[src/rtl/mat_operand_feeder.sv]
// Loads two WIDTH x WIDTH operand matrices and steps a downstream MAC stage through every (r, c).
// It captures each partial sum after HOLD cycles and streams the results out in row-major order.
module mat_operand_feeder #(
  parameter int BITS  = 24,
  parameter int WIDTH = 3,
  parameter int HOLD  = 6
) (
  input  logic                    clk,
  input  logic                    reset,
  input  logic                    in_valid,
  output logic                    in_ready,
  input  logic [BITS-1:0]         in_data,
  output logic [WIDTH*BITS-1:0]   row_o,
  output logic [WIDTH*BITS-1:0]   col_o,
  output logic                    mac_rst_n,
  input  logic [2*BITS-1:0]       mac_res_i,
  output logic                    out_valid,
  input  logic                    out_ready,
  output logic [2*BITS-1:0]       out_data,
  output logic [3:0]              out_row,
  output logic [3:0]              out_col,
  output logic                    busy,
  output logic                    done
);

  localparam int N  = WIDTH * WIDTH;
  localparam int KW = $clog2(N);
  localparam int HW = $clog2(HOLD);
  localparam logic [KW-1:0] K_LAST   = KW'(N - 1);
  localparam logic [HW-1:0] CNT_LAST = HW'(HOLD - 1);
  localparam logic [3:0]    IDX_LAST = 4'(WIDTH - 1);

  typedef enum logic [2:0] {LOAD_A, LOAD_B, ISSUE, WAIT, OUT, DONE} state_t;

  state_t              state_q;
  logic [KW-1:0]       k_q;
  logic [3:0]          r_q;
  logic [3:0]          c_q;
  logic [HW-1:0]       cnt_q;
  logic                mac_rst_n_q;
  logic                out_valid_q;
  logic                done_q;
  logic [2*BITS-1:0]   out_data_q;
  logic [3:0]          out_row_q;
  logic [3:0]          out_col_q;

  logic [BITS-1:0]     a_mem [N];
  logic [BITS-1:0]     b_mem [N];
  logic [BITS-1:0]     row_q [WIDTH];
  logic [BITS-1:0]     col_q [WIDTH];
  logic [KW-1:0]       a_idx [WIDTH];
  logic [KW-1:0]       b_idx [WIDTH];

  // Gated by reset so the load port is closed while reset is held, yet open on the first cycle after release.
  assign in_ready  = reset && (state_q == LOAD_A || state_q == LOAD_B);
  assign busy      = !(state_q == LOAD_A && k_q == '0);
  assign mac_rst_n = mac_rst_n_q;
  assign out_valid = out_valid_q;
  assign done      = done_q;
  assign out_data  = out_data_q;
  assign out_row   = out_row_q;
  assign out_col   = out_col_q;

  always_ff @(posedge clk) begin
    if (in_valid && in_ready) begin
      if (state_q == LOAD_A) a_mem[k_q] <= in_data;
      else                   b_mem[k_q] <= in_data;
    end
  end

  for (genvar gi = 0; gi < WIDTH; gi++) begin : g_lane
    assign a_idx[gi] = KW'(int'(r_q) * WIDTH + gi);
    assign b_idx[gi] = KW'(gi * WIDTH + int'(c_q));
    assign row_o[gi*BITS +: BITS] = row_q[gi];
    assign col_o[gi*BITS +: BITS] = col_q[gi];
  end

  always_ff @(posedge clk or negedge reset) begin
    if (!reset) begin
      state_q     <= LOAD_A;
      k_q         <= '0;
      r_q         <= '0;
      c_q         <= '0;
      cnt_q       <= '0;
      mac_rst_n_q <= 1'b0;
      out_valid_q <= 1'b0;
      done_q      <= 1'b0;
      out_data_q  <= '0;
      out_row_q   <= '0;
      out_col_q   <= '0;
      for (int j = 0; j < WIDTH; j++) begin
        row_q[j] <= '0;
        col_q[j] <= '0;
      end
    end else begin
      done_q <= 1'b0;
      case (state_q)
        LOAD_A: if (in_valid) begin
          if (k_q == K_LAST) begin
            k_q     <= '0;
            state_q <= LOAD_B;
          end else begin
            k_q <= k_q + KW'(1);
          end
        end
        LOAD_B: if (in_valid) begin
          if (k_q == K_LAST) begin
            k_q     <= '0;
            r_q     <= '0;
            c_q     <= '0;
            state_q <= ISSUE;
          end else begin
            k_q <= k_q + KW'(1);
          end
        end
        ISSUE: begin
          for (int j = 0; j < WIDTH; j++) begin
            row_q[j] <= a_mem[a_idx[j]];
            col_q[j] <= b_mem[b_idx[j]];
          end
          mac_rst_n_q <= 1'b1;
          cnt_q       <= '0;
          state_q     <= WAIT;
        end
        WAIT: begin
          cnt_q <= cnt_q + HW'(1);
          if (cnt_q == CNT_LAST) begin
            out_data_q  <= mac_res_i;
            out_row_q   <= r_q;
            out_col_q   <= c_q;
            out_valid_q <= 1'b1;
            state_q     <= OUT;
          end
        end
        OUT: if (out_ready) begin
          out_valid_q <= 1'b0;
          mac_rst_n_q <= 1'b0;
          if (c_q == IDX_LAST) begin
            c_q <= '0;
            if (r_q == IDX_LAST) begin
              r_q     <= '0;
              done_q  <= 1'b1;
              state_q <= DONE;
            end else begin
              r_q     <= r_q + 4'd1;
              state_q <= ISSUE;
            end
          end else begin
            c_q     <= c_q + 4'd1;
            state_q <= ISSUE;
          end
        end
        DONE: begin
          k_q     <= '0;
          state_q <= LOAD_A;
        end
        default: state_q <= LOAD_A;
      endcase
    end
  end

endmodule

[config.mk]
export PLATFORM = sky130hd
export DESIGN_NAME = mat_operand_feeder
export DESIGN_NICKNAME = d
export VERILOG_FILES = /design/src/rtl/mat_operand_feeder.sv
export SDC_FILE = /design/constraint.sdc
export NUM_CORES = 1
export LEC_CHECK = 0
export CELL_PAD_IN_SITES_DETAIL_PLACEMENT = 0
export CELL_PAD_IN_SITES_GLOBAL_PLACEMENT = 1
export CORE_AREA = 8 8 433 223
export DETAILED_ROUTE_END_ITERATION = 10
export DIE_AREA = 0 0 441 231
export PLACE_DENSITY = 0.72
export SLEW_MARGIN = 10
export SYNTH_ARGS = -nofsm -noshare
export SYNTH_HDL_FRONTEND = slang
export SYNTH_SLANG_ARGS = --single-unit
[constraint.sdc]
create_clock -name clk -period 4.1 [get_ports clk]
set_clock_uncertainty 0.15 [all_clocks]
set_input_delay 0.82 -clock clk [delete_from_list [all_inputs] [get_ports clk]]
set_output_delay 0.82 -clock clk [all_outputs]
set_load 0.005 [all_outputs]
==> impl_metrics.py <==
metrics = {
    "detailed_routing": {
        "drc": 0,
        "vias": 20276,
        "wl_per_cell_um": 25.4,
        "postRouteAntennaNets": 0,
        "viasPerCell": 5.64,
        "drt_iter0_markers": 1866,
        "postRouteWirelength_um": 91500,
        "firstDrtPassIters": 5,
    },
    "grt": {
        "grt-ovfl-total": 0,
        "grt_pass1_wl_um": 136000,
        "grt_max_degree": 76,
        "antenna_found_initial": 6,
        "grt_pass1_vias": 20906,
        "grt_usage": 0.175,
    },
    "sta": {
        "hold_viol_final": 0,
        "setup_viol": 0,
        "drv_slew": 0,
        "fin_hold_ws_ns": 0.207,
        "min_period_ns": 3.57,
        "fmax_ghz": 0.280,
        "fin_crit_sh": 0.870,
        "finalSetupTns_ns": 0,
        "tightest_slew_ns": 1.08,
        "relSlewSlack": 0.278,
        "rsz0062_at_grt": "false",
    },
    "worst_setup_path": {
        "critPathMaxStageDelay_ns": 0.48,
        "crit_buf_inv": 2,
        "arrival_ns": 2.60,
        "cp_top_family": "buffers and inverters",
        "path_max_fanout": 6,
        "start_kind": "flip-flop",
        "crit_chain": "inv_1 -> ha_1 -> nand2_1 -> or4_1 -> clkdlybuf4s50_1",
        "endpoint_kind": "output pin",
        "critPathKind": "reg2out",
        "slowest_stage": "clkdlybuf4s50_1",
        "worstPathRequired_ns": 3.13,
    },
    "die": {
        "die_x_um": 441,
        "coreArea_um2": 90100,
        "die_area_um2": 102000,
        "ios": 281,
        "rows": 78,
        "fp.dieH_um": 231,
        "start_util": 0.348,
    },
    "placed_design": {
        "dp_hpwl_um": 57800,
        "gp_congestion": 0.826,
        "portBuffers": 280,
        "placed_area_um2": 35800,
    },
    "cells_and_area": {
        "nets": 2433,
        "fin_area_um2": 38100,
        "fillers": 8007,
        "syn2layout_area_growth_pct": 21.4,
        "drive_gt1_frac": 0.206,
    },
    "logic_synthesis": {
        "ys_seq_area_frac": 0.590,
        "synthTopCellsByCount": "edfxtp_1 (432), dfrtp_1 (221), mux4_2 (218), mux2i_1 (215), nand2_1 (156)",
        "ys_seq_elements": 653,
        "synthCells": 2076,
        "ys_top_cells_by_area": "edfxtp_1 (41%), dfrtp_1 (18%), mux4_2 (16%)",
        "syn_area_um2": 31400,
        "synth_cell_types": 55,
        "synth.avg_cell_area_um2": 15.1,
        "synthArstFlopShare": 0.338,
        "synth_most_common_cell": "edfxtp_1",
        "yosys_warnings": 0,
        "synth_top_area_frac": 0.414,
        "synthFlopType": "edfxtp_1",
        "yosys.area.top_type": "edfxtp_1",
        "synth-edff-count": 432,
        "synthesis.nets": 2172,
    },
    "clocking": {
        "clk_pin_slew_ns": 0.06,
        "cts_root_buf": "clkbuf_16",
        "cts.path.max_buffers": 3,
        "cts_hold_buf": 0,
        "numCtsBuffers": 67,
        "clock_latency_ns": 0.62,
        "cts_resized": 0,
        "cts_tree": "done",
        "post_cts_buffers": 0,
        "cts_sinks": 653,
        "h-tree-depth": 3,
    },
    "status": {
        "outcome": "completed",
    },
    "pwr": {
        "leakage_nw": 13.4,
        "vdd_drop_max_v": 0.00115,
        "powerDensity_nw_per_um2": 793,
    },
    "flow_run": {
        "maxCapViolCount": 0,
    },
    "hold_path": {
        "hold_class": "in2async",
    },
}
metal layers:
| metal | global-route usage | vias to the layer above | wire length, um |
|---|---|---|---|
| li1 | - | 8801 | - |
| met1 | 0.217 | 10689 | 36400 |
| met2 | 0.311 | 605 | 47400 |
| met3 | 0.0263 | 177 | 4550 |
| met4 | 0.0640 | 4 | 3090 |
| met5 | 0 | - | 24 |
placed cells by master (no fill, tap or decap), types with 44 or more instances in the layout:
| cell type | instances |
|---|---|
| edfxtp_1 | 432 |
| o21ai_0 | 88 |
| mux4_2 | 218 |
| mux2i_1 | 215 |
| clkbuf_16 | 70 |
| mux2_2 | 58 |
| nand2_1 | 156 |
| a22oi_1 | 59 |
| buf_4 | 69 |
| clkdlybuf4s50_1 | 279 |
| a221o_1 | 48 |
| and3_1 | 44 |
| nand3_1 | 56 |
| nor3_1 | 50 |
| a21oi_1 | 77 |
| dfrtp_1 | 218 |
| nor2_1 | 45 |
logic make-up (layout without fill, tap and decap cells):
kind of cell / Yosys count / in the layout / share of synthesized area
buffers and inverters: 178 / 494 / 0.0245
flip-flops: 653 / 653 / 0.590
AO/OA/AOI/OAI: 328 / 328 / 0.0698
XOR/XNOR: 9 / 9 / 0.00275
other: 0 / 2 / 0
adder cells (fa/ha/maj): 20 / 20 / 0.00822
AND/OR/NAND/NOR: 397 / 397 / 0.0590
multiplexers: 491 / 491 / 0.246
through the flow:
stage | power (mW) | std cells | setup WS [ns] | util
after floorplan | 17.9 | 2076 | 0.737 | -
after global placement | 24.0 | 3468 | 0.709 | 0.397
after detailed placement | 24.1 | 3468 | 0.649 | 0.397
after CTS | 30.6 | 3592 | 0.509 | 0.423
after global routing | 31.7 | 3593 | 0.442 | 0.423
final | 30.2 | 3594 | 0.531 | 0.423
report_power, final:
group	switching, mW	internal (mW)	total, mW
clock network	2.67	3.75	6.42
logic	7.66	7.09	14.7
registers	0.869	8.18	9.05
total	11.2	19.0	30.2
flip-flops by register name (all words and copies together) (netlist names):
register / flops
out_data: 48
out_valid: 1
r_q: 4
row_o: 72
a_mem: 216
done: 1
out_row: 4
state_q: 3
col_o: 72
k_q: 4
mac_rst_n: 1
b_mem: 216
out_col: 4
cnt_q: 3
c_q: 4
worst register-to-register path, stage by stage (launching register included):
cell,delay (ns)
dfrtp_1,0.45
ha_1,0.28
fa_1,0.65
ha_4,0.66
buf_4,0.28
mux4_2,0.50
nand2_1,0.08
and3_1,0.15
o21ai_0,0.09
final cells by class:
type | count | area (um2) | area share
antenna | 2 | 5.00 | 0.000131
multi-input combinational | 1245 | 12300 | 0.322
clock inverter | 39 | 444 | 0.0117
inverter | 14 | 52.6 | 0.00138
tap | 1200 | 1500 | 0.0394
sequential | 653 | 18500 | 0.486
clock buffer | 85 | 1860 | 0.0488
timing repair buffer | 356 | 3470 | 0.0910
worst paths after layout:
path	startpoint	depth (start not counted)	end	slack, ns
max	k_q[0]	5	busy	0.53
min	reset	2	out_row[3]	0.21
max reg2reg	r_q[1]	8	row_o[65]	0.70
min reg2reg	out_valid	1	out_valid	0.33
max in group asynchronous	reset	3	col_o[35]	2.25
min in group clk	out_valid	1	out_valid	0.33
Note: power is estimated with default switching activity, not from simulation.
